### config.mk
export PLATFORM = sky130hd
export DESIGN_NAME = ring_switch_rr_flat
export DESIGN_NICKNAME = d
export VERILOG_FILES = /design/src/rtl/ring_switch_rr_if.sv /design/src/rtl/ring_switch_rr.sv /design/src/flat_wrapper.sv
export SDC_FILE = /design/constraint.sdc
export NUM_CORES = 1
export LEC_CHECK = 0
export CAP_MARGIN = 20
export CELL_PAD_IN_SITES_DETAIL_PLACEMENT = 0
export CELL_PAD_IN_SITES_GLOBAL_PLACEMENT = 1
export CORE_MARGIN = 2
export CORE_UTILIZATION = 48
export DETAILED_ROUTE_END_ITERATION = 16
export DONT_BUFFER_PORTS = 1
export MAX_ROUTING_LAYER = met4
export PLACE_DENSITY_LB_ADDON = 0.1
export SKIP_LAST_GASP = 1
export SLEW_MARGIN = 10
export SYNTH_ARGS = -nofsm -noshare
export SYNTH_HDL_FRONTEND = slang
export SYNTH_SLANG_ARGS = --single-unit
### constraint.sdc
create_clock -name clk -period 2.7 [get_ports clk]
set_input_delay 0.27 -clock clk [delete_from_list [all_inputs] [get_ports clk]]
set_output_delay 0.27 -clock clk [all_outputs]
set_load 0.02 [all_outputs]
### src/rtl/ring_switch_rr_if.sv
// Valid/ready packet stream between the ring switch and its neighbours.
// Latency: none (wires only).
// Backpressure: the sink holds ready low to stall; the source keeps valid/data stable.
interface ring_switch_rr_if #(
    parameter int DATA_W = 8
);
    logic [DATA_W-1:0] data;
    logic              valid;
    logic              ready;

    modport master (output data, output valid, input ready);
    modport slave  (input data, input valid, output ready);
endinterface

### src/rtl/ring_switch_rr.sv
// Ring switch: buffers ring and PE traffic, ejects local packets, round-robins ring_out; stats under RING_SWITCH_STATS_EN.
// Latency: 2 cycles from input handshake to output valid; 1 packet/cycle per output when ready stays high.
// Backpressure: in_ready depends only on FIFO occupancy; output stages hold valid/data until accepted.
`default_nettype none

module ring_switch_rr_fifo #(
    parameter int DATA_W = 8,
    parameter int DEPTH  = 4
) (
    input  wire logic              clk,
    input  wire logic              rst_n,
    input  wire logic              push_vld,
    input  wire logic [DATA_W-1:0] push_dat,
    output logic                   push_rdy,
    input  wire logic              pop,
    output logic                   head_vld,
    output logic [DATA_W-1:0]      head_dat
);
    localparam int PTR_W = $clog2(DEPTH);
    localparam int CNT_W = PTR_W + 1;

    logic [DATA_W-1:0] mem [DEPTH];
    logic [PTR_W-1:0]  wr_ptr;
    logic [PTR_W-1:0]  rd_ptr;
    logic [CNT_W-1:0]  count;
    logic              push;

    assign push_rdy = (count != CNT_W'(DEPTH));
    assign head_vld = (count != '0);
    assign head_dat = mem[rd_ptr];
    assign push     = push_vld && push_rdy;

    // Pointers are exactly log2(DEPTH) wide so they wrap on their own.
    always_ff @(posedge clk or negedge rst_n) begin
        if (!rst_n) begin
            wr_ptr <= '0;
            rd_ptr <= '0;
            count  <= '0;
            for (int i = 0; i < DEPTH; i++) begin
                mem[i] <= '0;
            end
        end else begin
            if (push) begin
                mem[wr_ptr] <= push_dat;
                wr_ptr      <= wr_ptr + 1'b1;
            end
            if (pop) begin
                rd_ptr <= rd_ptr + 1'b1;
            end
            case ({push, pop})
                2'b10:   count <= count + 1'b1;
                2'b01:   count <= count - 1'b1;
                default: count <= count;
            endcase
        end
    end
endmodule

module ring_switch_rr #(
    parameter int DATA_W   = 8,
    parameter int ADDR_W   = 2,
    parameter int ADDR_LSB = 4,
    parameter int RANK     = 0,
    parameter int DEPTH    = 4
) (
    input  wire logic       clk,
    input  wire logic       rst_n,
    ring_switch_rr_if.slave  ring_in,
    ring_switch_rr_if.slave  pe_in,
    ring_switch_rr_if.master ring_out,
    ring_switch_rr_if.master pe_out
`ifdef RING_SWITCH_STATS_EN
    ,
    output logic [15:0]     stat_fwd,
    output logic [15:0]     stat_local
`endif
);
    typedef enum logic {
        SRC_PE   = 1'b0,
        SRC_RING = 1'b1
    } src_e;

    logic              ring_head_vld;
    logic [DATA_W-1:0] ring_head_dat;
    logic              ring_pop;
    logic              ring_in_rdy;
    logic              pe_head_vld;
    logic [DATA_W-1:0] pe_head_dat;
    logic              pe_pop;
    logic              pe_in_rdy;

    logic              ring_local;
    logic              ring_fwd;
    logic              pe_can_load;
    logic              ro_can_load;
    logic              pe_out_load;
    logic              ro_load;
    src_e              ro_grant;
    src_e              rr_ptr;
    src_e              rr_ptr_nxt;

    logic              pe_out_vld_q;
    logic [DATA_W-1:0] pe_out_dat_q;
    logic              ro_vld_q;
    logic [DATA_W-1:0] ro_dat_q;

    ring_switch_rr_fifo #(.DATA_W(DATA_W), .DEPTH(DEPTH)) u_ring_fifo (
        .clk      (clk),
        .rst_n    (rst_n),
        .push_vld (ring_in.valid),
        .push_dat (ring_in.data),
        .push_rdy (ring_in_rdy),
        .pop      (ring_pop),
        .head_vld (ring_head_vld),
        .head_dat (ring_head_dat)
    );

    ring_switch_rr_fifo #(.DATA_W(DATA_W), .DEPTH(DEPTH)) u_pe_fifo (
        .clk      (clk),
        .rst_n    (rst_n),
        .push_vld (pe_in.valid),
        .push_dat (pe_in.data),
        .push_rdy (pe_in_rdy),
        .pop      (pe_pop),
        .head_vld (pe_head_vld),
        .head_dat (pe_head_dat)
    );

    assign ring_in.ready = ring_in_rdy;
    assign pe_in.ready   = pe_in_rdy;

    // The single ring head is either local or forward-bound, never both.
    assign ring_local  = ring_head_vld && (ring_head_dat[ADDR_LSB +: ADDR_W] == ADDR_W'(RANK));
    assign ring_fwd    = ring_head_vld && !ring_local;
    assign pe_can_load = !pe_out_vld_q || pe_out.ready;
    assign ro_can_load = !ro_vld_q || ring_out.ready;

    always_comb begin
        pe_out_load = 1'b0;
        ro_load     = 1'b0;
        ro_grant    = SRC_PE;
        ring_pop    = 1'b0;
        pe_pop      = 1'b0;
        rr_ptr_nxt  = rr_ptr;

        if (ring_local && pe_can_load) begin
            pe_out_load = 1'b1;
            ring_pop    = 1'b1;
        end

        // On a tie the source not granted last time wins.
        if (ro_can_load) begin
            if (ring_fwd && pe_head_vld) begin
                ro_load  = 1'b1;
                ro_grant = (rr_ptr == SRC_RING) ? SRC_PE : SRC_RING;
            end else if (ring_fwd) begin
                ro_load  = 1'b1;
                ro_grant = SRC_RING;
            end else if (pe_head_vld) begin
                ro_load  = 1'b1;
                ro_grant = SRC_PE;
            end
        end

        if (ro_load) begin
            rr_ptr_nxt = ro_grant;
            if (ro_grant == SRC_RING) begin
                ring_pop = 1'b1;
            end else begin
                pe_pop = 1'b1;
            end
        end
    end

    always_ff @(posedge clk or negedge rst_n) begin
        if (!rst_n) begin
            rr_ptr <= SRC_RING;
        end else begin
            rr_ptr <= rr_ptr_nxt;
        end
    end

    always_ff @(posedge clk or negedge rst_n) begin
        if (!rst_n) begin
            pe_out_vld_q <= 1'b0;
            pe_out_dat_q <= '0;
            ro_vld_q     <= 1'b0;
            ro_dat_q     <= '0;
        end else begin
            if (pe_out_load) begin
                pe_out_vld_q <= 1'b1;
                pe_out_dat_q <= ring_head_dat;
            end else if (pe_out.ready) begin
                pe_out_vld_q <= 1'b0;
            end

            if (ro_load) begin
                ro_vld_q <= 1'b1;
                ro_dat_q <= (ro_grant == SRC_RING) ? ring_head_dat : pe_head_dat;
            end else if (ring_out.ready) begin
                ro_vld_q <= 1'b0;
            end
        end
    end

    assign pe_out.valid   = pe_out_vld_q;
    assign pe_out.data    = pe_out_dat_q;
    assign ring_out.valid = ro_vld_q;
    assign ring_out.data  = ro_dat_q;

`ifdef RING_SWITCH_STATS_EN
    // Remember which source filled ring_out so forwarded traffic can be counted on acceptance.
    src_e ro_src_q;

    always_ff @(posedge clk or negedge rst_n) begin
        if (!rst_n) begin
            ro_src_q   <= SRC_PE;
            stat_fwd   <= '0;
            stat_local <= '0;
        end else begin
            if (ro_load) begin
                ro_src_q <= ro_grant;
            end
            if (ro_vld_q && ring_out.ready && (ro_src_q == SRC_RING)) begin
                stat_fwd <= stat_fwd + 16'd1;
            end
            if (pe_out_vld_q && pe_out.ready) begin
                stat_local <= stat_local + 16'd1;
            end
        end
    end
`endif
endmodule

`default_nettype wire

### src/flat_wrapper.sv
// flat-port wrapper written by rule: the top's interface ports become plain ports
module ring_switch_rr_flat 
#(
    parameter int DATA_W   = 8,
    parameter int ADDR_W   = 2,
    parameter int ADDR_LSB = 4,
    parameter int RANK     = 0,
    parameter int DEPTH    = 4
)
  (clk, rst_n, ring_in_data, ring_in_valid, ring_in_ready, pe_in_data, pe_in_valid, pe_in_ready, ring_out_data, ring_out_valid, ring_out_ready, pe_out_data, pe_out_valid, pe_out_ready);
  ring_switch_rr_if #(.DATA_W(DATA_W)) ring_in_i ();
  ring_switch_rr_if #(.DATA_W(DATA_W)) pe_in_i ();
  ring_switch_rr_if #(.DATA_W(DATA_W)) ring_out_i ();
  ring_switch_rr_if #(.DATA_W(DATA_W)) pe_out_i ();
  input  wire logic clk;
  input  wire logic rst_n;
  input wire logic [$bits(ring_in_i.data)-1:0] ring_in_data;
  input wire logic [$bits(ring_in_i.valid)-1:0] ring_in_valid;
  output wire logic [$bits(ring_in_i.ready)-1:0] ring_in_ready;
  input wire logic [$bits(pe_in_i.data)-1:0] pe_in_data;
  input wire logic [$bits(pe_in_i.valid)-1:0] pe_in_valid;
  output wire logic [$bits(pe_in_i.ready)-1:0] pe_in_ready;
  output wire logic [$bits(ring_out_i.data)-1:0] ring_out_data;
  output wire logic [$bits(ring_out_i.valid)-1:0] ring_out_valid;
  input wire logic [$bits(ring_out_i.ready)-1:0] ring_out_ready;
  output wire logic [$bits(pe_out_i.data)-1:0] pe_out_data;
  output wire logic [$bits(pe_out_i.valid)-1:0] pe_out_valid;
  input wire logic [$bits(pe_out_i.ready)-1:0] pe_out_ready;
  assign ring_in_i.data = ring_in_data;
  assign ring_in_i.valid = ring_in_valid;
  assign ring_in_ready = ring_in_i.ready;
  assign pe_in_i.data = pe_in_data;
  assign pe_in_i.valid = pe_in_valid;
  assign pe_in_ready = pe_in_i.ready;
  assign ring_out_data = ring_out_i.data;
  assign ring_out_valid = ring_out_i.valid;
  assign ring_out_i.ready = ring_out_ready;
  assign pe_out_data = pe_out_i.data;
  assign pe_out_valid = pe_out_i.valid;
  assign pe_out_i.ready = pe_out_ready;
  ring_switch_rr #(.DATA_W(DATA_W), .ADDR_W(ADDR_W), .ADDR_LSB(ADDR_LSB), .RANK(RANK), .DEPTH(DEPTH)) u_core (.clk(clk), .rst_n(rst_n), .ring_in(ring_in_i), .pe_in(pe_in_i), .ring_out(ring_out_i), .pe_out(pe_out_i));
endmodule
* Word-level counts from Yosys, hierarchy flattened *
Cells that the tools add are included.

storage, ports and cells
  register bits after elaboration = 97
  input bits = 22
  output and inout bits = 20
  word-level logic and storage cells = 95

operators by class
  add/subtract/negate cells = 8
  order comparisons = 6
  eq/ne operators = 6
  muxes and demuxes = 32
  bitwise logic cells = 4
  reductions and logical operators = 20

operator list
  operator                                                                       number
  32-bit bitwise mux                                                             2
  8-bit two-way mux                                                              7
  8-bit binary-select mux with 2-bit select                                      2
  8-bit demux with 2-bit select                                                  2
  1-bit two-way mux                                                              17
  3-bit greater-or-equal comparator (second input constant)                      4
  2-bit inverter with 3-bit output                                               4
  3-bit case mux with 2 select lines                                             2
  2-bit by 1-bit adder with 2-bit output (second input constant)                 4
  1-bit logical AND                                                              8
  2-bit nonzero test                                                             4
  3-bit by 1-bit adder with 3-bit output (second input constant)                 2
  3-bit by 1-bit less-than comparator with 1-bit output (second input constant)  2
  3-bit inequality test (second input constant)                                  2
  3-bit nonzero test                                                             2
  3-bit by 1-bit subtractor with 3-bit output (second input constant)            2
  2-bit by 1-bit equality test with 1-bit output (second input constant)         2
  2-bit equality test (second input constant)                                    2
  1-bit zero test                                                                3
  2-bit zero test                                                                1
  1-bit logical OR                                                               2

* Longest topological paths before layout *
Gate-level depths: netlist (run 1).

  depth in word-level cells = 15
  gate-level depth with buffers = 11
  mapped depth without buffers = 9

* Hierarchy *
From an unflattened synthesis (run 1), not the netlist that was laid out.

second synthesis, totals
  cells, all modules = 296
  area, all modules = 4763.3 sq um

by module, submodules not included
  module                                    instances  cells each  area an instance (sq um)  sequential area each (sq um)
  ring_switch_rr_fifo (u_core.u_ring_fifo)  1          115         1948.1                    975.9
  ring_switch_rr_fifo (u_core.u_pe_fifo)    1          111         1939.4                    975.9
  ring_switch_rr                            1          70          875.8                     476.7

* Least setup slack after synthesis (run 1) *
OpenSTA, ideal clock, no wires.

  path type = flip-flop to flip-flop
  start point = register u_core.u_ring_fifo.rd_ptr[0]
  end point = register u_core.u_ring_fifo.count[2]
  setup time = 79 ps
  data arrival time = 2743 ps
  required time = 2621 ps
  setup slack = -122 ps
  cell stages (with the launch flop) = 11
  buffers on the path = 1
  clock period less this slack = 2822 ps
  cell sequence = dfrtp_1 > buf_6 > mux4_2 > nor4_4 > a31o_2 > ha_1 > inv_1 > fa_1 > xor2_1 > nor2_1 > xor2_1

between the ends
  longest elaborated chain between the ends = 15
  elaborated cells on any way between the ends = 23
  those cells by class = 2 x eq/ne; 13 x mux; 1 x bitwise; 7 x reduce/logical

RTL lines
  what                                                                                          line                                          text
  from (decl)                                                                                   ring_switch_rr.sv:24                          logic [PTR_W-1:0] rd_ptr;
  from (signal assigned)                                                                        ring_switch_rr.sv:48                          rd_ptr <= rd_ptr + 1'b1;
  2-bit inverter with 3-bit output (not written as such) *                                      ring_switch_rr.sv:30                          assign head_dat = mem[rd_ptr];
  8-bit binary-select mux with 2-bit select *                                                   ring_switch_rr.sv:30
  8-bit two-way mux (not written as such) * (2 in a row)                                        ring_switch_rr.sv:30
  2-bit zero test *                                                                             ring_switch_rr.sv:133                         assign ring_local = ring_head_vld && (ring_head_dat[ADDR_LSB +: ADDR_W] == ADDR_W'(RANK));
  1-bit logical AND *                                                                           ring_switch_rr.sv:133
  1-bit zero test                                                                               ring_switch_rr.sv:134                         assign ring_fwd = ring_head_vld && !ring_local;
  1-bit logical AND                                                                             ring_switch_rr.sv:134
  1-bit two-way mux / 1-bit logical AND (equally long branches)                                 ring_switch_rr.sv:156, ring_switch_rr.sv:153
  1-bit two-way mux                                                                             ring_switch_rr.sv:153                         if (ring_fwd && pe_head_vld) begin
  1-bit two-way mux                                                                             ring_switch_rr.sv:152                         if (ro_can_load) begin
  1-bit two-way mux                                                                             ring_switch_rr.sv:167                         if (ro_grant == SRC_RING) begin
  1-bit two-way mux *                                                                           ring_switch_rr.sv:165                         if (ro_load) begin
  net u_core.ring_pop                                                                           ring_switch_rr.sv:85                          logic ring_pop;
  2-bit by 1-bit equality test with 1-bit output / 2-bit equality test (equally long branches)  ring_switch_rr.sv:50                          case ({push, pop})
  3-bit case mux with 2 select lines / 2-bit nonzero test (equally long branches)               n/a
  to (signal assigned)                                                                          ring_switch_rr.sv:51                          2'b10: count <= count + 1'b1;
  to (signal assigned)                                                                          ring_switch_rr.sv:52                          2'b01: count <= count - 1'b1;
  to (signal assigned)                                                                          ring_switch_rr.sv:53                          default: count <= count;
  to (decl)                                                                                     ring_switch_rr.sv:25                          logic [CNT_W-1:0] count;

Mark *: on every way through the listed nets, which the timed path passes. The rest lies on a longest branch. The select of a mux whose other input is x is not followed.
A chain may end at the register's enable or synchronous reset.

* Worst setup path after layout (run 1) *
Ends and elaborated chain as after synthesis.

==> results of run 1 <==
==> registers in the layout, summed over array words and instances (netlist names) <==
register and flops:
u_core.ring_out.valid 1, u_core.pe_out.data 8, u_core.pe_out.valid 1, u_core.u_pe_fifo.rd_ptr 2, u_core.u_ring_fifo.mem 32, u_core.u_pe_fifo.wr_ptr 2, u_core.u_ring_fifo.wr_ptr 2, u_core.rr_ptr 1
u_core.u_pe_fifo.mem 32, u_core.u_ring_fifo.rd_ptr 2, u_core.ring_out.data 8, u_core.u_ring_fifo.count 3, u_core.u_pe_fifo.count 3
==> routing by layer <==
layer	part of all wire	up-vias	track usage
met4	0.014	0	0.0632
met2	0.45	47	0.267
li1	-	1100	-
met5	0	-	-
met1	0.49	1221	0.267
met3	0.047	11	0.0478
==> timing repair <==
| item | CTS | global route |
|---|---|---|
| hold buffers | 2 | 0 |
| endpoints found under the setup margin | 0 | 3 |
| hold endpoints to repair | 97 | 0 |
| setup buffers | 0 | 1 |
| gates resized for setup | 0 | 2 |
==> cells in the final DEF (no fill, tap or decap), drive strengths merged, types with 2 or more instances in the layout <==
master,instances
a21boi,2
xnor2,4
buf,11
mux2,70
inv,13
nand2,16
bufinv,2
nor2,6
nor3b,9
xor2,8
clkbuf,10
a221o,8
fa,2
dfrtp,96
or3,3
o21ai,4
ha,10
clkinv,2
mux4,16
nor2b,3
==> worst paths after layout <==
check / from / end / cells after the start
max: u_core.u_ring_fifo.rd_ptr[0]$_DFFE_PN0P_ / u_core.u_ring_fifo.count[2]$_DFFE_PN0P_ / 10
min: ring_in_data[7] / u_core.u_ring_fifo.mem[15]$_DFFE_PN0P_ / 1
max reg2reg: u_core.u_ring_fifo.rd_ptr[0]$_DFFE_PN0P_ / u_core.u_ring_fifo.count[2]$_DFFE_PN0P_ / 10
min reg2reg: u_core.u_ring_fifo.mem[16]$_DFFE_PN0P_ / u_core.u_ring_fifo.mem[16]$_DFFE_PN0P_ / 1
max in group asynchronous: rst_n / u_core.rr_ptr$_DFFE_PN1P_ / 2
min in group asynchronous: rst_n / u_core.u_pe_fifo.count[1]$_DFFE_PN0P_ / 2
==> worst reg2reg max path, stage by stage, from the launching register on <==
cell	delay, ns
dfrtp_2	0.43
mux4_2	0.57
buf_4	0.18
o21a_2	0.24
a31o_2	0.28
ha_4	0.17
inv_1	0.06
fa_2	0.19
xor2_1	0.14
nor2_1	0.07
xor2_1	0.14
==> power by group through the flow <==
stage	sequential [mW]	clock, mW	combinational (mW)
6_report	2.86	0.995	2.86
5_1_grt	2.98	1.08	3.17
4_1_cts	2.87	1.02	2.89
3_5_place_dp	2.90	0	2.84
3_3_place_gp	2.87	0	2.80
2_1_floorplan	2.64	0	2.40
==> stage by stage <==
stage / TNS, ns / total power, mW
after floorplan: -0.0141 / 5.04
after global placement: 0 / 5.67
after detailed placement: 0 / 5.74
after CTS: 0 / 6.78
after global routing: 0 / 7.22
final: 0 / 6.71
==> final cells by class <==
class / instances / area share
multi-input combinational: 175 / 0.393
inverter: 13 / 0.0101
timing repair buffer: 12 / 0.0234
tap: 108 / 0.0281
sequential: 97 / 0.504
clock inverter: 4 / 0.0145
clock buffer: 10 / 0.0265
==> cells by family after synthesis <==
group / Yosys count / share of synthesized area
AOI/OAI and AO/OA: 22 / 0.0416
xor gates and xnor gates: 12 / 0.0239
adders and majority gates: 12 / 0.0376
buffers and inverters: 20 / 0.0208
DFF: 97 / 0.553
muxes: 87 / 0.269
and+or+nand+nor: 42 / 0.0544
==> flow_summary.yaml, run 1 <==
run_status:
  status: "finished, final reports clean"
yosys:
  synth_common_cells: "dfrtp_1 (96), mux2_2 (70), nand2_1 (16)"
  ys_types: 38
  ys_async_sr_fraction: 1.00
  synthTopCellsByArea: "dfrtp_1 (55%), mux2_2 (18%), mux4_2 (5.1%), mux4_1 (3.6%), ha_1 (2.8%)"
  syn_area_per_cell_um2: 15.0
  synth_area_um2: 4390
  yosys.cell_count.top_type: "dfrtp_1"
  yosysSeqAreaShare: 0.553
  synth_ff_type: "dfrtp_1"
  syn_inst: 292
  netlist.top_cell.by_area: "dfrtp_1"
  yosysWarningCount: 0
  synth_top_area_share: 0.547
  synth_edf_count: 0
  synth_seq_cells: 97
  syn_nets: 326
setup_path:
  cp_top_family: "multiplexers"
  crit_type: "reg -> reg"
  slowest_stage: "mux4_2"
  max_stage_delay_ns: 0.57
  worst-path-buf-inv: 2
  worstPathArrival_ns: 2.81
  crit_path_max_fanout: 5
  end_kind: "flop"
  critPathMostFrequentCell: "xor2_1"
  regToRegSetupSlack_ns: 0.14
  start_kind: "flop"
  worstPathRequired_ns: 2.95
  crit_chain: "mux4_2 > buf_4 > o21a_2 > a31o_2 > ha_4 > inv_1 > fa_2 > xor2_1 > nor2_1 > xor2_1"
die:
  start_util: 0.499
  die_area_um2: 9930
  coreArea_um2: 8810
  die_w_um: 99.7
  rows: 34
  die_y_um: 99.7
  num_io_pins: 42
sta:
  finalSetupViolCount: 0
  fin_crit_sh: 0.948
  finClkSkew_ns: 0.0112
  max_slew_margin: 0.592
  fin_crit_ns: 2.56
  slew_viol_final: 0
  worst_slack_ns: 0.141
  rsz0062_at_grt: "false"
  max_slew.worst_pin.slew_ns: 0.611
  final-hold-violation-count: 0
  holdWs_ns: 0.0472
  fmax_mhz: 391
cells_and_area:
  post-route-util: 0.547
  area_growth_syn_to_layout_pct: 9.66
  final_net_count: 342
  seq_area_um2: 2430
  drive_gt1_frac: 0.379
  nFillCells: 746
  fin_area_um2: 4820
  multi_input_area_um2: 1890
  diodes: 0
  fin_cells: 419
pwr:
  clock_power_share: 0.148
  p_leak_nw: 2.10
  combPwrFrac: 0.426
  peakVddDrop_mv: 0.542
  swShare: 0.346
  power_density_nw_per_um2: 1390
  switchingPower_mw: 2.32
  internal_power_mw: 4.39
  seqPwrFrac: 0.426
placed_design:
  dpl_cell_area_um2: 4570
  placedCellCount: 402
  routabilityCongestion: 0.753
  dp_hpwl_mm: 5.55
  port_buffers: 0
  place_ws_ns: 0.0606
clock_tree:
  cts-htree-levels: 3
  cts_root_buf: "clkbuf_8"
  clk_latency_ns: 0.36
  clockBufferDepth: 2
  cts_buffers: 9
  cts.sinks: 97
  cts_tree: "done"
  clkSlewWorstSetupHoldPaths_ns: 0.09
grt:
  antenna_found_initial: 0
  grt_start_max_net_pins: 98
  grt_pass1_wl_mm: 13.8
  grt_pass1_vias: 2616
  grt.overflow.total: 0
  groute.usage.overall: 0.188
route:
  first_iter_violations: 92
  via_per_inst: 5.68
  drc: 0
  first_pass_iters: 4
  num_vias: 2379
  ant_nets: 0
  drt-total-wl_mm: 8.08
  post_drt_wl_per_cell_um: 19.3
min_path:
  hold_path.class: "in -> reg"
run:
  max_cap_viol_count: 0
No activity file was read; power rests on OpenSTA's default activity.
==> run 2, diff against run 1 <==
--- a/config.mk
+++ b/config.mk
@@ -14,8 +14,10 @@
 export DONT_BUFFER_PORTS = 1
 export MAX_ROUTING_LAYER = met4
 export PLACE_DENSITY_LB_ADDON = 0.1
+export RECOVER_POWER = 100
 export SKIP_LAST_GASP = 1
 export SLEW_MARGIN = 10
 export SYNTH_ARGS = -nofsm -noshare
 export SYNTH_HDL_FRONTEND = slang
+export SYNTH_HIERARCHICAL = 1
 export SYNTH_SLANG_ARGS = --single-unit
==> flow_summary.yaml, run 2 <==
yosys:
  synth_ff_type: "dfrtp_1"
  yosysWarningCount: 6
  synth_seq_cells: 97
  synth_common_cells: "dfrtp_1 (96), mux2_4 (64), mux4_2 (16)"
  syn_area_per_cell_um2: 16.1
  yosys.cell_count.top_type: "dfrtp_1"
  syn_nets: 330
  syn_inst: 296
  ys_types: 32
  synth_edf_count: 0
  netlist.top_cell.by_area: "dfrtp_1"
  synthTopCellsByArea: "dfrtp_1 (50%), mux2_4 (20%), mux4_2 (7.6%), buf_6 (3.1%), ha_1 (2.6%)"
  synth_area_um2: 4760
  synth_top_area_share: 0.504
  yosysSeqAreaShare: 0.510
  ys_async_sr_fraction: 1.00
clock_tree:
  cts_root_buf: "clkbuf_8"
  clk_latency_ns: 0.37
  cts_buffers: 9
  clkSlewWorstSetupHoldPaths_ns: 0.09
  cts.sinks: 97
  post_cts_buffers: 0
  cts_tree: "done"
  cts-htree-levels: 3
  clockBufferDepth: 2
placed_design:
  routabilityCongestion: 0.730
  place_ws_ns: 0.0346
  port_buffers: 0
  dp_hpwl_mm: 5.88
  dpl_cell_area_um2: 4850
cells_and_area:
  post-route-util: 0.524
  top_regs: "u_core/u_pe_fifo/mem (32), u_core/u_ring_fifo/mem (32)"
  drive_gt1_frac: 0.435
  area_growth_syn_to_layout_pct: 6.51
  fin_area_um2: 5070
  layout_common_cells: "dfrtp_1 (95), mux2_4 (64), mux4_2 (16), nand2_1 (15), clkbuf_8 (11)"
  final_net_count: 335
  layout_commonest_cell: "dfrtp_1"
  diodes: 0
pwr:
  power_density_nw_per_um2: 1400
  p_leak_nw: 2.25
  peakVddDrop_mv: 0.785
setup_path:
  crit_type: "reg -> reg"
  start_kind: "flop"
  crit_chain: "mux4_2 > o21a_2 > a211oi_4 > ha_2 > fa_1 > mux2_2"
  end_kind: "flop"
  crit_path_max_fanout: 8
  worstPathRequired_ns: 2.95
  max_stage_delay_ns: 0.56
  worstPathArrival_ns: 2.85
  slowest_stage: "mux4_2"
die:
  start_util: 0.492
  die_y_um: 104
  num_io_pins: 42
  rows: 36
  die_w_um: 104
  coreArea_um2: 9680
  die_area_um2: 10700
grt:
  use_met3: 0.0554
  antenna_found_initial: 0
  busiest_layer: "met1"
  grt_start_max_net_pins: 98
  grtUsageMet1: 0.251
  groute.usage.overall: 0.178
  grt.overflow.total: 0
  grt_pass1_vias: 2581
  grt_pass1_wl_mm: 14.3
  met2_usage: 0.251
route:
  drt-total-wl_mm: 8.61
  via_per_inst: 5.42
  first_pass_iters: 4
  num_vias: 2380
  drc: 0
  ant_nets: 0
  first_iter_violations: 103
  post_drt_wl_per_cell_um: 19.6
run:
  max_cap_viol_count: 0
sta:
  fin_crit_ns: 2.60
  fin_crit_sh: 0.964
  finalSetupViolCount: 0
  finClkSkew_ns: 0.0109
  rsz0062_at_grt: "true"
  fmax_mhz: 384
  max_slew_margin: 0.116
  max_slew.worst_pin.slew_ns: 1.33
  final-hold-violation-count: 0
  worst_slack_ns: 0.0983
  fin_tns_setup_ns: 0
  slew_viol_final: 0
min_path:
  hold_path.class: "in -> reg"
run_status:
  status: "finished, final reports clean"
==> run 2: logic make-up (layout without fill, tap and decap cells) <==
group                    count (synthesis)  in the layout  synth area share
XOR/XNOR                                12             12            0.0221
AO/OA/AOI/OAI                           23             23            0.0441
flip-flops                              97             97             0.510
AND/OR/NAND/NOR                         37             37            0.0491
buffers and inverters                   26             36            0.0415
multiplexers                            89             89             0.299
adder cells (fa/ha/maj)                 12             12            0.0347
==> run 2: critical path: cells and delay by family, from the launching register on <==
kind | cells | cell delay, ns
AOI/OAI and AO/OA | 2 | 0.58
adders and majority gates | 2 | 0.65
DFF | 1 | 0.42
muxes | 2 | 0.83
==> run 2: timing repair <==
item,in CTS,in global routing
endpoints found under the hold margin,97,0
gates resized for setup,0,2
hold buffers,2,0
setup endpoints to repair,0,2
==> run 2: final timing paths <==
kind | startpoint | depth (start not counted) | slack (ns) | end
max | u_core/u_ring_fifo/rd_ptr[0]$_DFFE_PN0P_ | 6 | 0.1 | u_core/u_pe_fifo/count[1]$_DFFE_PN0P_
min | ring_in_data[0] | 1 | 0.04 | u_core/u_ring_fifo/mem[0]$_DFFE_PN0P_
max reg2reg | u_core/u_ring_fifo/rd_ptr[0]$_DFFE_PN0P_ | 6 | 0.1 | u_core/u_pe_fifo/count[1]$_DFFE_PN0P_
min reg2reg | u_core/u_ring_fifo/count[2]$_DFFE_PN0P_ | 1 | 0.48 | u_core/u_ring_fifo/count[2]$_DFFE_PN0P_
max in group asynchronous | rst_n | 2 | 1.03 | u_core/u_ring_fifo/rd_ptr[0]$_DFFE_PN0P_
min in group asynchronous | rst_n | 2 | 0.75 | u_core/u_ring_fifo/mem[25]$_DFFE_PN0P_
==> run 2: stage by stage <==
stage	hold slack [ns]	total power, mW	std cells
floorplan	-0.0256	5.55	296
global placement	-0.0225	6.09	421
detailed placement	-0.0218	6.16	421
CTS	0.0248	7.20	439
global route	0.0155	7.62	439
finish	0.0388	7.11	439
==> run 2: final cells by class <==
| class | instances | area, um2 |
|---|---|---|
| inverters | 9 | 33.8 |
| flip-flops and latches | 97 | 2430 |
| clock buffers | 12 | 155 |
| repair buffers | 11 | 85.1 |
| well taps | 133 | 166 |
| multi-input cells | 173 | 2150 |
| clock inverters | 4 | 51.3 |
| fillers | 803 | 4610 |
==> run 2: power breakdown <==
part | switching (mW) | internal (mW) | leakage, nW
logic | 1.27 | 1.96 | 0.992
clock network | 0.493 | 0.479 | 0.103
registers | 0.694 | 2.21 | 1.15
==> run 2: per-layer routing <==
metal / share of wire / vias to the layer above / wire (um)
met2: 0.44 / 47 / 3820
met3: 0.056 / 12 / 481
met4: 0.012 / 0 / 104
met5: 0 / - / 0
li1: - / 1079 / -
met1: 0.49 / 1242 / 4200
==> run 3, diff against run 2 <==
--- a/config.mk
+++ b/config.mk
@@ -9,7 +9,7 @@
 export CELL_PAD_IN_SITES_DETAIL_PLACEMENT = 0
 export CELL_PAD_IN_SITES_GLOBAL_PLACEMENT = 1
 export CORE_MARGIN = 2
-export CORE_UTILIZATION = 48
+export CORE_UTILIZATION = 30
 export DETAILED_ROUTE_END_ITERATION = 16
 export DONT_BUFFER_PORTS = 1
 export MAX_ROUTING_LAYER = met4
==> flow_summary.yaml, run 3 (synthesized netlist as in run 2, its figures left out) <==
run_status:
  status: "finished, final reports clean"
placed_design:
  dp_hpwl_mm: 6.63
  port_buffers: 0
  routabilityCongestion: 0.683
  place_ws_ns: -0.0183
  placedCellCount: 504
  dpl_cell_area_um2: 4950
cells_and_area:
  fin_area_um2: 5030
  diodes: 0
  final_net_count: 335
  multi_input_area_um2: 1930
  layout_common_cells: "dfrtp_1 (95), mux2_1 (55), mux4_2 (16), nand2_1 (15), ha_1 (10)"
  fin_cells: 521
  drive_gt1_frac: 0.230
  layout_commonest_cell: "dfrtp_1"
  top_regs: "u_core/u_pe_fifo/mem (32), u_core/u_ring_fifo/mem (32)"
  nFillCells: 1579
  area_growth_syn_to_layout_pct: 5.67
  seq_area_um2: 2430
grt:
  groute.usage.overall: 0.131
  grt_start_max_net_pins: 98
  grt.overflow.total: 0
  grt_pass1_wl_mm: 15.6
  antenna_found_initial: 0
  grt_pass1_vias: 2586
clock_tree:
  cts_buffers: 9
  cts-htree-levels: 3
  cts.sinks: 97
  post_cts_buffers: 0
  cts_tree: "done"
  cts_root_buf: "clkbuf_16"
  clkSlewWorstSetupHoldPaths_ns: 0.07
  clk_latency_ns: 0.34
  clockBufferDepth: 2
sta:
  max_slew.worst_pin.slew_ns: 1.40
  final-hold-violation-count: 0
  holdWs_ns: 0.0547
  worst_slack_ns: 0.0733
  fin_crit_ns: 2.63
  finalSetupViolCount: 0
  fin_crit_sh: 0.973
  slew_viol_final: 0
  rsz0062_at_grt: "true"
  finClkSkew_ns: 0.00805
  max_slew_margin: 0.0682
  fmax_mhz: 381
route:
  via_per_inst: 4.51
  first_pass_iters: 4
  num_vias: 2348
  first_iter_violations: 129
  post_drt_wl_per_cell_um: 18.7
  ant_nets: 0
  drt-total-wl_mm: 9.76
  drc: 0
die:
  die_area_um2: 16900
  die_y_um: 130
  num_io_pins: 42
  coreArea_um2: 15700
  die_w_um: 130
  rows: 46
  start_util: 0.303
pwr:
  fin_total_pwr_mw: 6.97
  power_density_nw_per_um2: 1380
  peakVddDrop_mv: 0.467
  p_leak_nw: 2.13
setup_path:
  worstPathArrival_ns: 2.85
  start_kind: "flop"
  crit_chain: "mux4_2 > o21a_2 > a211oi_4 > ha_1 > fa_1 > mux2_2"
  crit_type: "reg -> reg"
  worstPathRequired_ns: 2.93
  end_kind: "flop"
  worst-path-buf-inv: 0
  max_stage_delay_ns: 0.57
  slowest_stage: "mux4_2"
  cp_top_family: "multiplexers"
  crit_path_max_fanout: 8
min_path:
  hold_path.class: "in -> reg"
run:
  max_cap_viol_count: 0
[run 3: cell count changes in the layout (fill, tap and decap cells not counted), moves of 4 or more]
cell / before / now
and3_1: 0 / 4
and3_4: 8 / 4
buf_4: 9 / 5
clkbuf_1: 1 / 5
clkbuf_16: 0 / 9
clkbuf_8: 11 / 2
mux2_1: 0 / 55
mux2_4: 64 / 9
[run 3: through the flow]
stage,TNS (ns),utilization
global placement,0,0.315
detailed placement,-0.0183,0.315
floorplan,0,-
finish,0,0.320
global route,-0.00223,0.320
CTS,0,0.336
[run 3: final cells by class]
cell class	count	share of cell area
clock buffer	12	0.0510
clock inverter	3	0.00795
inverter	9	0.00671
multi-input combinational	173	0.384
sequential	97	0.483
tap	216	0.0537
timing repair buffer	11	0.0139
[run 3: routing by layer]
metal | GRT usage | up-vias | part of all wire
li1 | - | 1078 | -
met2 | 0.176 | 35 | 0.44
met4 | 0.0588 | 0 | 0.020
met3 | 0.0398 | 12 | 0.058
met5 | - | - | 0
met1 | 0.181 | 1223 | 0.48
[run 3: worst paths after layout]
path,end,slack [ns],start,cells past startpoint
setup / recovery,u_core/u_pe_fifo/count[1]$_DFFE_PN0P_,0.07,u_core/u_ring_fifo/rd_ptr[0]$_DFFE_PN0P_,6
setup reg to reg,u_core/u_pe_fifo/count[1]$_DFFE_PN0P_,0.07,u_core/u_ring_fifo/rd_ptr[0]$_DFFE_PN0P_,6
hold / removal,u_core/u_ring_fifo/mem[29]$_DFFE_PN0P_,0.05,ring_in_data[5],1
hold reg to reg,u_core/u_pe_fifo/mem[14]$_DFFE_PN0P_,0.48,u_core/u_pe_fifo/mem[14]$_DFFE_PN0P_,1
min in group asynchronous,u_core/u_ring_fifo/wr_ptr[1]$_DFFE_PN0P_,0.75,rst_n,2
max in group asynchronous,u_core/u_pe_fifo/mem[0]$_DFFE_PN0P_,1.01,rst_n,2
[run 3: timing repair]
action	in CTS	in global routing
hold buffers	2	0
resized for setup	1	2
endpoints found under the hold margin	97	0
endpoints found under the setup margin	1	1
gates cloned	0	0
[run 3: where the power goes]
part           leakage (nW)  total [mW]  switching [mW]  internal [mW]
combinational         0.829        2.78            1.26           1.52
clock                 0.148        1.31           0.544          0.762
sequential             1.15        2.89           0.670           2.22
